### config.mk
export PLATFORM = sky130hd
export DESIGN_NAME = gyro_frame_rx_flat
export DESIGN_NICKNAME = d
export VERILOG_FILES = /design/src/rtl/gyro_frame_rx_if.sv /design/src/rtl/gyro_frame_rx.sv /design/src/flat_wrapper.sv
export SDC_FILE = /design/constraint.sdc
export NUM_CORES = 1
export LEC_CHECK = 0
export ABC_AREA = 1
export BUFFER_PORTS_ARGS = -buffer_cell sky130_fd_sc_hd__buf_2
export CORE_ASPECT_RATIO = 1.25
export CORE_MARGIN = 1
export CORE_UTILIZATION = 55
export CTS_BUF_LIST = sky130_fd_sc_hd__clkbuf_16
export DETAILED_ROUTE_END_ITERATION = 12
export PLACE_DENSITY = 0.85
export SKIP_CTS_REPAIR_TIMING = 1
export SYNTH_ARGS = -nofsm -noshare
export SYNTH_HDL_FRONTEND = slang
export SYNTH_SLANG_ARGS = --single-unit
### constraint.sdc
create_clock -name clk -period 3.5 [get_ports clk]
set_input_delay 0.35 -clock clk [delete_from_list [all_inputs] [get_ports clk]]
set_output_delay 0.35 -clock clk [all_outputs]
set_load 0.01 [all_outputs]
### src/rtl/gyro_frame_rx_if.sv
// AXI-Stream-style word port between the gyro capture stage and the tester DMA/S2MM sink.
// The master drives tdata/tvalid/tlast and the sink returns tready.
interface gyro_frame_rx_if #(
  parameter int WORD_W = 16
);
  logic [WORD_W-1:0] tdata;
  logic              tvalid;
  logic              tready;
  logic              tlast;

  modport master (output tdata, output tvalid, output tlast, input tready);
  modport slave  (input tdata, input tvalid, input tlast, output tready);
endinterface

### src/rtl/gyro_frame_rx.sv
// Gyro serial capture: oversamples SYNCK/DSYNC/DTX, deserialises DSYNC-framed words into a FIFO.
// Last-bit strobe to m.tvalid is 2 clk on an empty FIFO; a full FIFO drops words and counts them in ovf_cnt.
module gyro_frame_rx #(
  parameter int WORD_W          = 16,
  parameter int WORDS_PER_FRAME = 4,
  parameter int FIFO_DEPTH      = 16,
  parameter int CNT_W           = 16
) (
  input  logic             clk,
  input  logic             rst,
  input  logic             ser_clk,
  input  logic             ser_sync,
  input  logic             ser_data,
  input  logic             enable,
  gyro_frame_rx_if.master  m,
  output logic [CNT_W-1:0] frame_cnt,
  output logic [CNT_W-1:0] ovf_cnt,
  output logic [CNT_W-1:0] err_cnt,
  output logic             busy
);
  localparam int BC_W  = $clog2(WORD_W + 1);
  localparam int WC_W  = (WORDS_PER_FRAME > 1) ? $clog2(WORDS_PER_FRAME) : 1;
  localparam int PTR_W = $clog2(FIFO_DEPTH);
  localparam logic [BC_W-1:0]  BIT_LAST  = BC_W'(WORD_W);
  localparam logic [WC_W-1:0]  WORD_LAST = WC_W'(WORDS_PER_FRAME - 1);
  localparam logic [PTR_W:0]   FIFO_FULL = (PTR_W+1)'(FIFO_DEPTH);

  typedef enum logic [1:0] {IDLE, SHIFT, PUSH} state_t;

  function automatic logic [CNT_W-1:0] sat_inc(input logic [CNT_W-1:0] v, input logic inc);
    return (inc && (v != '1)) ? v + CNT_W'(1) : v;
  endfunction

  // ser_clk carries an extra history stage for edge detection
  logic [2:0] sclk_q, sclk_d;
  logic [1:0] ssync_q, ssync_d, sdata_q, sdata_d;
  logic       strobe, s_sync, s_data;

  logic       pend_q, pend_d, pend_sync_q, pend_sync_d, pend_data_q, pend_data_d;
  logic       stb, stb_sync, stb_data;

  state_t            state_q, state_d;
  logic [WORD_W-1:0] shift_q, shift_d;
  logic [BC_W-1:0]   bit_cnt_q, bit_cnt_d, bit_cnt_inc;
  logic [WC_W-1:0]   word_cnt_q, word_cnt_d;
  logic              push, word_last, frame_inc, err_inc, ovf_inc;

  logic [WORD_W:0]   mem_q [FIFO_DEPTH];
  logic [WORD_W:0]   head;
  logic [PTR_W:0]    wr_ptr_q, wr_ptr_d, rd_ptr_q, rd_ptr_d, fill;
  logic              empty, full, rd_en, wr_en;

  logic [CNT_W-1:0]  frame_cnt_q, frame_cnt_d, ovf_cnt_q, ovf_cnt_d, err_cnt_q, err_cnt_d;

  always_comb begin
    sclk_d  = {sclk_q[1:0], ser_clk};
    ssync_d = {ssync_q[0], ser_sync};
    sdata_d = {sdata_q[0], ser_data};
    strobe  = sclk_q[1] & ~sclk_q[2];
    s_sync  = ssync_q[1];
    s_data  = sdata_q[1];
  end

  // A strobe landing in PUSH is replayed on the following cycle
  always_comb begin
    stb      = strobe;
    stb_sync = s_sync;
    stb_data = s_data;
    if (pend_q) begin
      stb      = 1'b1;
      stb_sync = pend_sync_q;
      stb_data = pend_data_q;
    end
    pend_d      = 1'b0;
    pend_sync_d = pend_sync_q;
    pend_data_d = pend_data_q;
    if ((state_q == PUSH) && strobe) begin
      pend_d      = 1'b1;
      pend_sync_d = s_sync;
      pend_data_d = s_data;
    end
  end

  always_ff @(posedge clk or posedge rst) begin
    if (rst) begin
      state_q <= IDLE;
    end else begin
      state_q <= state_d;
    end
  end

  always_comb begin
    state_d     = state_q;
    shift_d     = shift_q;
    bit_cnt_d   = bit_cnt_q;
    word_cnt_d  = word_cnt_q;
    bit_cnt_inc = bit_cnt_q + BC_W'(1);
    case (state_q)
      IDLE: begin
        if (enable && stb && stb_sync) begin
          state_d    = SHIFT;
          shift_d    = {{(WORD_W-1){1'b0}}, stb_data};
          bit_cnt_d  = BC_W'(1);
          word_cnt_d = '0;
        end
      end
      SHIFT: begin
        if (!enable) begin
          state_d = IDLE;
        end else if (stb) begin
          if (stb_sync) begin
            // Any sync inside SHIFT means the current frame is incomplete: restart here
            shift_d    = {{(WORD_W-1){1'b0}}, stb_data};
            bit_cnt_d  = BC_W'(1);
            word_cnt_d = '0;
          end else begin
            shift_d   = {shift_q[WORD_W-2:0], stb_data};
            bit_cnt_d = bit_cnt_inc;
            if (bit_cnt_inc == BIT_LAST) begin
              state_d = PUSH;
            end
          end
        end
      end
      PUSH: begin
        if (word_last) begin
          state_d = IDLE;
        end else begin
          word_cnt_d = word_cnt_q + WC_W'(1);
          bit_cnt_d  = '0;
          state_d    = enable ? SHIFT : IDLE;
        end
      end
      default: state_d = IDLE;
    endcase
  end

  always_comb begin
    busy      = (state_q != IDLE);
    push      = (state_q == PUSH);
    word_last = (word_cnt_q == WORD_LAST);
    frame_inc = push & word_last;
    err_inc   = (state_q == SHIFT) & enable & stb & stb_sync;
  end

  always_comb begin
    fill     = wr_ptr_q - rd_ptr_q;
    empty    = (fill == '0);
    full     = (fill == FIFO_FULL);
    rd_en    = ~empty & m.tready;
    wr_en    = push & (~full | rd_en);
    ovf_inc  = push & full & ~rd_en;
    wr_ptr_d = wr_ptr_q + (wr_en ? (PTR_W+1)'(1) : '0);
    rd_ptr_d = rd_ptr_q + (rd_en ? (PTR_W+1)'(1) : '0);
    head     = mem_q[rd_ptr_q[PTR_W-1:0]];
    m.tvalid = ~empty;
    m.tdata  = empty ? '0 : head[WORD_W:1];
    m.tlast  = ~empty & head[0];
  end

  always_comb begin
    frame_cnt_d = sat_inc(frame_cnt_q, frame_inc);
    ovf_cnt_d   = sat_inc(ovf_cnt_q, ovf_inc);
    err_cnt_d   = sat_inc(err_cnt_q, err_inc);
    frame_cnt   = frame_cnt_q;
    ovf_cnt     = ovf_cnt_q;
    err_cnt     = err_cnt_q;
  end

  always_ff @(posedge clk) begin
    if (wr_en) begin
      mem_q[wr_ptr_q[PTR_W-1:0]] <= {shift_q, word_last};
    end
  end

  always_ff @(posedge clk or posedge rst) begin
    if (rst) begin
      sclk_q      <= '0;
      ssync_q     <= '0;
      sdata_q     <= '0;
      pend_q      <= 1'b0;
      pend_sync_q <= 1'b0;
      pend_data_q <= 1'b0;
      shift_q     <= '0;
      bit_cnt_q   <= '0;
      word_cnt_q  <= '0;
      wr_ptr_q    <= '0;
      rd_ptr_q    <= '0;
      frame_cnt_q <= '0;
      ovf_cnt_q   <= '0;
      err_cnt_q   <= '0;
    end else begin
      sclk_q      <= sclk_d;
      ssync_q     <= ssync_d;
      sdata_q     <= sdata_d;
      pend_q      <= pend_d;
      pend_sync_q <= pend_sync_d;
      pend_data_q <= pend_data_d;
      shift_q     <= shift_d;
      bit_cnt_q   <= bit_cnt_d;
      word_cnt_q  <= word_cnt_d;
      wr_ptr_q    <= wr_ptr_d;
      rd_ptr_q    <= rd_ptr_d;
      frame_cnt_q <= frame_cnt_d;
      ovf_cnt_q   <= ovf_cnt_d;
      err_cnt_q   <= err_cnt_d;
    end
  end
endmodule
### src/flat_wrapper.sv
// flat-port wrapper written by rule: the top's interface ports become plain ports
module gyro_frame_rx_flat 
#(
  parameter int WORD_W          = 16,
  parameter int WORDS_PER_FRAME = 4,
  parameter int FIFO_DEPTH      = 16,
  parameter int CNT_W           = 16
)
  (clk, rst, ser_clk, ser_sync, ser_data, enable, frame_cnt, ovf_cnt, err_cnt, busy, m_tdata, m_tvalid, m_tlast, m_tready);
  gyro_frame_rx_if #(.WORD_W(WORD_W)) m_i ();
  input  logic clk;
  input  logic rst;
  input  logic ser_clk;
  input  logic ser_sync;
  input  logic ser_data;
  input  logic enable;
  output logic [CNT_W-1:0] frame_cnt;
  output logic [CNT_W-1:0] ovf_cnt;
  output logic [CNT_W-1:0] err_cnt;
  output logic busy;
  output wire logic [$bits(m_i.tdata)-1:0] m_tdata;
  output wire logic [$bits(m_i.tvalid)-1:0] m_tvalid;
  output wire logic [$bits(m_i.tlast)-1:0] m_tlast;
  input wire logic [$bits(m_i.tready)-1:0] m_tready;
  assign m_tdata = m_i.tdata;
  assign m_tvalid = m_i.tvalid;
  assign m_tlast = m_i.tlast;
  assign m_i.tready = m_tready;
  gyro_frame_rx #(.WORD_W(WORD_W), .WORDS_PER_FRAME(WORDS_PER_FRAME), .FIFO_DEPTH(FIFO_DEPTH), .CNT_W(CNT_W)) u_core (.clk(clk), .rst(rst), .ser_clk(ser_clk), .ser_sync(ser_sync), .ser_data(ser_data), .enable(enable), .m(m_i), .frame_cnt(frame_cnt), .ovf_cnt(ovf_cnt), .err_cnt(err_cnt), .busy(busy));
endmodule
Word-level counts from Yosys, hierarchy flattened --
Memory sizes are Yosys's and may differ from the RTL's. Index checks and enable logic that the tools add are counted.
Storage, ports and cells: input bits 7, output and inout bits 67, RAM bits 272, word-level logic and storage cells 104, memories kept 1, flip-flop bits (word level) 93
Memories:
- u_core.mem_q | words 16, bits a word 17, read ports 1, clocked after Yosys merged registers in 0, wr ports 1, line gyro_frame_rx.sv:48 | logic [WORD_W:0] mem_q [FIFO_DEPTH];
Operators by class: muxes and demuxes 34, bitwise gates (word level) 15, equality and inequality tests 16, reduce and logical (&&, ||, !) cells 15, add/subtract/negate cells 8
Operators with widths (number):
- $mux 16 | 5
- $add 16x1->16 const B | 3
- $ne 16x16->1 const B | 3
- $pmux 16 s2 | 1
- $mux 5 | 5
- $mux 2 | 11
- $pmux 5 s3 | 1
- $pmux 2 s3 | 2
- $add 5x5->5 | 2
- $and 1x1->1 | 10
- $eq 5x5->1 const B | 2
- $mux 1 | 9
- $reduce_and 4->1 | 2
- $logic_and 1x1->1 | 6
- $ne 2x1->1 const B | 3
- $ne 3x2->1 const B | 2
- $reduce_and 6->1 | 1
- $add 5x1->5 const B | 1
- $logic_not 5->1 | 1
- $reduce_and 5->1 | 1
- $sub 5x5->5 | 1
- $eq 2x2->1 const B | 2
- $ne 2x2->1 const B | 2
- $not 1->1 | 4
- other kinds (7) | 8

Longest topological paths before layout --
depth after elaboration 8, mapped depth 17, gate-level depth less buffers 15

Worst setup path after synthesis --
No wires, ideal clock.
path type flip-flop to flip-flop, start point reg u_core.rd_ptr_q[3], end point mem u_core.mem_q[10][0] (netlist bit), enable pin, stages on the path, launching flop included 11, arrival time 2.974 ns, path slack 0.114 ns, setup time 0.413 ns, path buffers 3, cells stage by stage dfrtp_1 -> inv_1 -> clkbuf_1 -> buf_2 -> ha_1 -> a21oi_1 -> nand3_1 -> nand2_1 -> nor2_2 -> buf_2 -> nor3_1
Between the ends: longest elaborated chain between the ends 8, elaborated cells on any way between the ends 10, those cells by class add/sub (1); eq/ne (1); mux (2); bitwise (5); reduce/logical (1)
Ends and longest elaborated chain:
- start, declared | line gyro_frame_rx.sv:50 | logic [PTR_W:0] wr_ptr_q, wr_ptr_d, rd_ptr_q, rd_ptr_d, fill;
- start signal, assigned | line gyro_frame_rx.sv:203 | rd_ptr_q <= rd_ptr_d;
- $sub 5x5->5 * | line gyro_frame_rx.sv:147 | fill = wr_ptr_q - rd_ptr_q;
- $logic_not 5->1 | line gyro_frame_rx.sv:148 | empty = (fill == '0);
- $not 1->1 | line gyro_frame_rx.sv:150 | rd_en = ~empty & m.tready;
- $and 1x1->1 | line gyro_frame_rx.sv:150
- $or 1x1->1 * | line gyro_frame_rx.sv:151 | wr_en = push & (~full | rd_en);
- $and 1x1->1 * | line gyro_frame_rx.sv:151
- $mux 1 * | line gyro_frame_rx.sv:171 | if (wr_en) begin
- $mux 1 (not written as such) * | line gyro_frame_rx.sv:172 | mem_q[wr_ptr_q[PTR_W-1:0]] <= {shift_q, word_last};
- end, declared | line gyro_frame_rx.sv:48
Every way passes the cells marked *; elsewhere a longest branch is shown, timed or not.

Worst setup path in the final report --
start point reg u_core.rd_ptr_q[2], end point out m_tdata[0]
Between the ends: longest elaborated chain between the ends 3, elaborated cells on any way between the ends 4, those cells by class add/sub (1); mux (1); reduce/logical (1); memory (1)
Ends and longest elaborated chain:
- $sub 5x5->5 | line gyro_frame_rx.sv:147
- $logic_not 5->1 | line gyro_frame_rx.sv:148
- $mux 16 * | line gyro_frame_rx.sv:157 | m.tdata = empty ? '0 : head[WORD_W:1];
- end, declared | line flat_wrapper.sv:21 | output wire logic [$bits(m_i.tdata)-1:0] m_tdata;
Marks and branches as above.

==> results.toml <==
[sta]
grt_setup_unrepaired = "no"
fin_worst_skew_ns = 0.0286
finalSetupViolCount = 0
max_slew_margin_pct = 37.9
setup_slack_ns = 0.376
finalHoldViolations = 0
finalCritPeriodShare_pct = 89.3
drv_slew = 0
worst_slew_pin_slew_ns = 0.932
min_period_ns = 3.12
fmax_ghz = 0.320
setup-tns-final_ns = 0

[die]
die_w_um = 156
die_height_um = 194
start_util_pct = 55.7
core_mm2 = 0.0292
die-area_mm2 = 0.0302
io_pins = 74
std_cell_rows = 70

[finish]
multiInputGateArea_mm2 = 0.00512
fin_nets = 1692
fill_cells = 2145
ff_latch_area_mm2 = 0.0105
insertedDiodeCount = 0
layout-drive-gt1-share_pct = 12.7
area_delta_synth_final_pct = 12.1

[yosys]
synth_ff_type = "edfxtp_1"
synth_nets = 1616
synth-edff-count = 272
syn_inst = 1590
syn-cell-area_mm2 = 0.0162
syn_avg_cell_area_um2 = 10.2
ys_types = 36
yosysWarningCount = 0
ys_ff_latch = 365
synthArstFlopShare_pct = 25.5
yosysSeqAreaShare_pct = 64.6

[cts]
clock_latency_ns = 0.55
cts_made_buffers = 35
cts.sinks = 365
cts_buffer_depth = 3
h-tree-depth = 2
cts_tree = "yes"
path_clk_slew_ns = 0.06
cts-root-buf = "clkbuf_16"

[power_and_ir_drop]
p_per_area_mw_per_mm2 = 689
irDropWorstVdd_mv = 0.667
p_leak_uw = 0.00752

[worst_setup_path]
end_kind = "output pin"
crit_path_cell_trace = "clkinv_1 > ha_1 > nand2_1 > inv_1 > nand2_1 > nand2_1 > nand2_1 > nand2_1 > nor2_4 > nor2_1 > buf_2"
critPathRequiredTime_ns = 3.15
crit_fanout = 19
reg2regPathDepth = 14
start_kind = "flop"
r2r-end = "u_core.rd_ptr_q[4]"
rrSetupSlack_ns = 0.75
crit_path_start = "u_core.rd_ptr_q[2]"
crit_top_cell = "nand2_1"
slowest_delay_ns = 0.49
cpMaxStageDelayCell = "nor2_4"
cp_top_family = "simple AND/OR/NAND/NOR gates"
reg2reg_from = "u_core.rd_ptr_q[2]"
path_depth = 11
path_buf_inv = 3
crit_end = "m_tdata[0]"
cp.arrival_ns = 2.77
crit_type = "flop to output pin"

[placement]
gp_congestion = 0.881
io_buffers = 73
place_ws_ns = 0.804
place_hpwl_um = 21900

[global_routing]
grt_max_degree = 73
grt.total_usage_pct = 25.6
grt_pass1_wl_um = 59800
antenna_found_initial = 0
grt_overflow = 0
grt_pass1_vias = 11600

[route]
vias = 11900
viasPerCell = 5.71
first_iter_violations = 1201
dr.pass1.iters = 8
drc = 0
wirelength_um = 38000
detail-route-antenna-nets = 0
wl_per_cell_um = 18.2

[hold_path]
hold_path.class = "primary input to flop"
hold_depth = 5

[flow_run]
drv_cap = 0

[outcome]
status = "completed"
==> logic make-up (layout without fill, tap and decap cells) <==
kind of cell,Yosys count,count (layout),synth area share [%]
simple gates,950,950,25.3
flops,365,365,64.6
buf+inv,161,262,4.41
compound gates,56,56,2.13
xor+xnor,39,39,2.10
fa+ha+maj,19,19,1.46
==> state kept, by name (all words and copies together) (netlist names) <==
name / flops
u_core.sclk_q: 3
u_core.mem_q: 272
u_core.err_cnt: 16
u_core.ovf_cnt: 16
u_core.rd_ptr_q: 5
u_core.pend_sync_q: 1
u_core.word_cnt_q: 2
u_core.ssync_q: 2
u_core.wr_ptr_q: 5
u_core.pend_data_q: 1
u_core.state_q: 2
u_core.pend_q: 1
u_core.sdata_q: 2
u_core.frame_cnt: 16
u_core.shift_q: 16
u_core.bit_cnt_q: 5
==> per-stage QoR <==
| step | instance area, um2 | hold slack, ns | total power, uW | util, % | std cells |
|---|---|---|---|---|---|
| after floorplan | 16200 | 0.331 | 7740 | - | 1590 |
| after CTS | 18200 | -0.117 | 12500 | 62.3 | 2083 |
| after global placement | 17100 | 0.331 | 8820 | 58.6 | 2021 |
| final | 18200 | 0.221 | 12500 | 62.4 | 2087 |
| after detailed placement | 17100 | 0.336 | 8970 | 58.6 | 2021 |
| after global routing | 18200 | 0.228 | 13200 | 62.4 | 2087 |
==> worst min-delay path by stage <==
stage / startpoint / endpoint
3_3_place_gp: u_core.sdata_q[0] / u_core.sdata_q[1]
3_5_place_dp: u_core.sclk_q[0] / u_core.sclk_q[1]
6_report: enable / u_core.state_q[0]
5_1_grt: enable / u_core.state_q[0]
4_1_cts: rst / u_core.shift_q[7]
2_1_floorplan: u_core.sclk_q[0] / u_core.sclk_q[1]
==> synth_stat cells (2+ instances only) <==
master    count  area (um2)
a21oi_1       4        20.0
ha_1         19         238
buf_4         9        67.6
xor2_1       28         245
buf_2        29         145
inv_2         5        18.8
o21ai_1       3        15.0
edfxtp_1    272        8170
clkbuf_1     21        78.8
dfrtp_1      93        2330
nor2_2        3        18.8
nand2_1     547        2050
xnor2_1      11        96.3
nor2_4        3        33.8
nor2_1       69         259
nand4_1      14        87.6
nand3_1     268        1340
nand3_4       2        35.0
nand2_2       6        37.5
inv_1        83         312
clkinv_1      3        11.3
o21ai_2      16         140
o21ai_0      31         155
buf_6         5        56.3
nand3_2       4        40.0
buf_1         4        15.0
nor3_1       27         135
nand3b_1      3        22.5
==> layer usage <==
layer	vias up	wire (um)	track usage, %
met5	-	0	0
met4	0	1430	11.7
met3	98	3450	5.10
met2	637	19000	43.4
met1	5693	14100	31.6
li1	5494	-	-
==> layout make-up <==
type / instances / area share (%)
timing repair buffer: 108 / 3.64
inverter: 92 / 1.93
clock inverter: 26 / 0.990
sequential: 365 / 57.7
tap: 396 / 2.72
multi-input combinational: 1064 / 28.1
clock buffer: 36 / 4.95
==> worst register-to-register path: stages (launching register included) <==
cell and delay, ns:
dfrtp_1 0.43, clkinv_1 0.12, ha_1 0.37, nand2_1 0.10, inv_1 0.04, nand2_1 0.10, nand2_1 0.09, nand2_1 0.08
nand2_1 0.13, nor2_4 0.49, nor2_1 0.09, ha_1 0.22, ha_1 0.21, nand2_1 0.09, xnor2_1 0.13
==> cells in the final DEF, fill, tap and decap left out, types with 28 or more instances in the layout <==
cell type  netlist  layout
nand3_1        268     268
clkbuf_16        0      36
nor2_1          69      69
dfrtp_1         93      91
o21ai_0         31      31
edfxtp_1       272     272
buf_2           29      73
inv_1           83      91
xor2_1          28      28
nand2_1        547     547
buf_4            9      29
==> power by group <==
group          internal (uW)  total, uW  leakage [uW]  switching, uW
sequential              4800       5000       0.00375            203
combinational           1200       3970       0.00321           2770
clock                   1970       3570      0.000560           1600
total                   7970      12500       0.00752           4570
(Power assumes the default switching activity.)
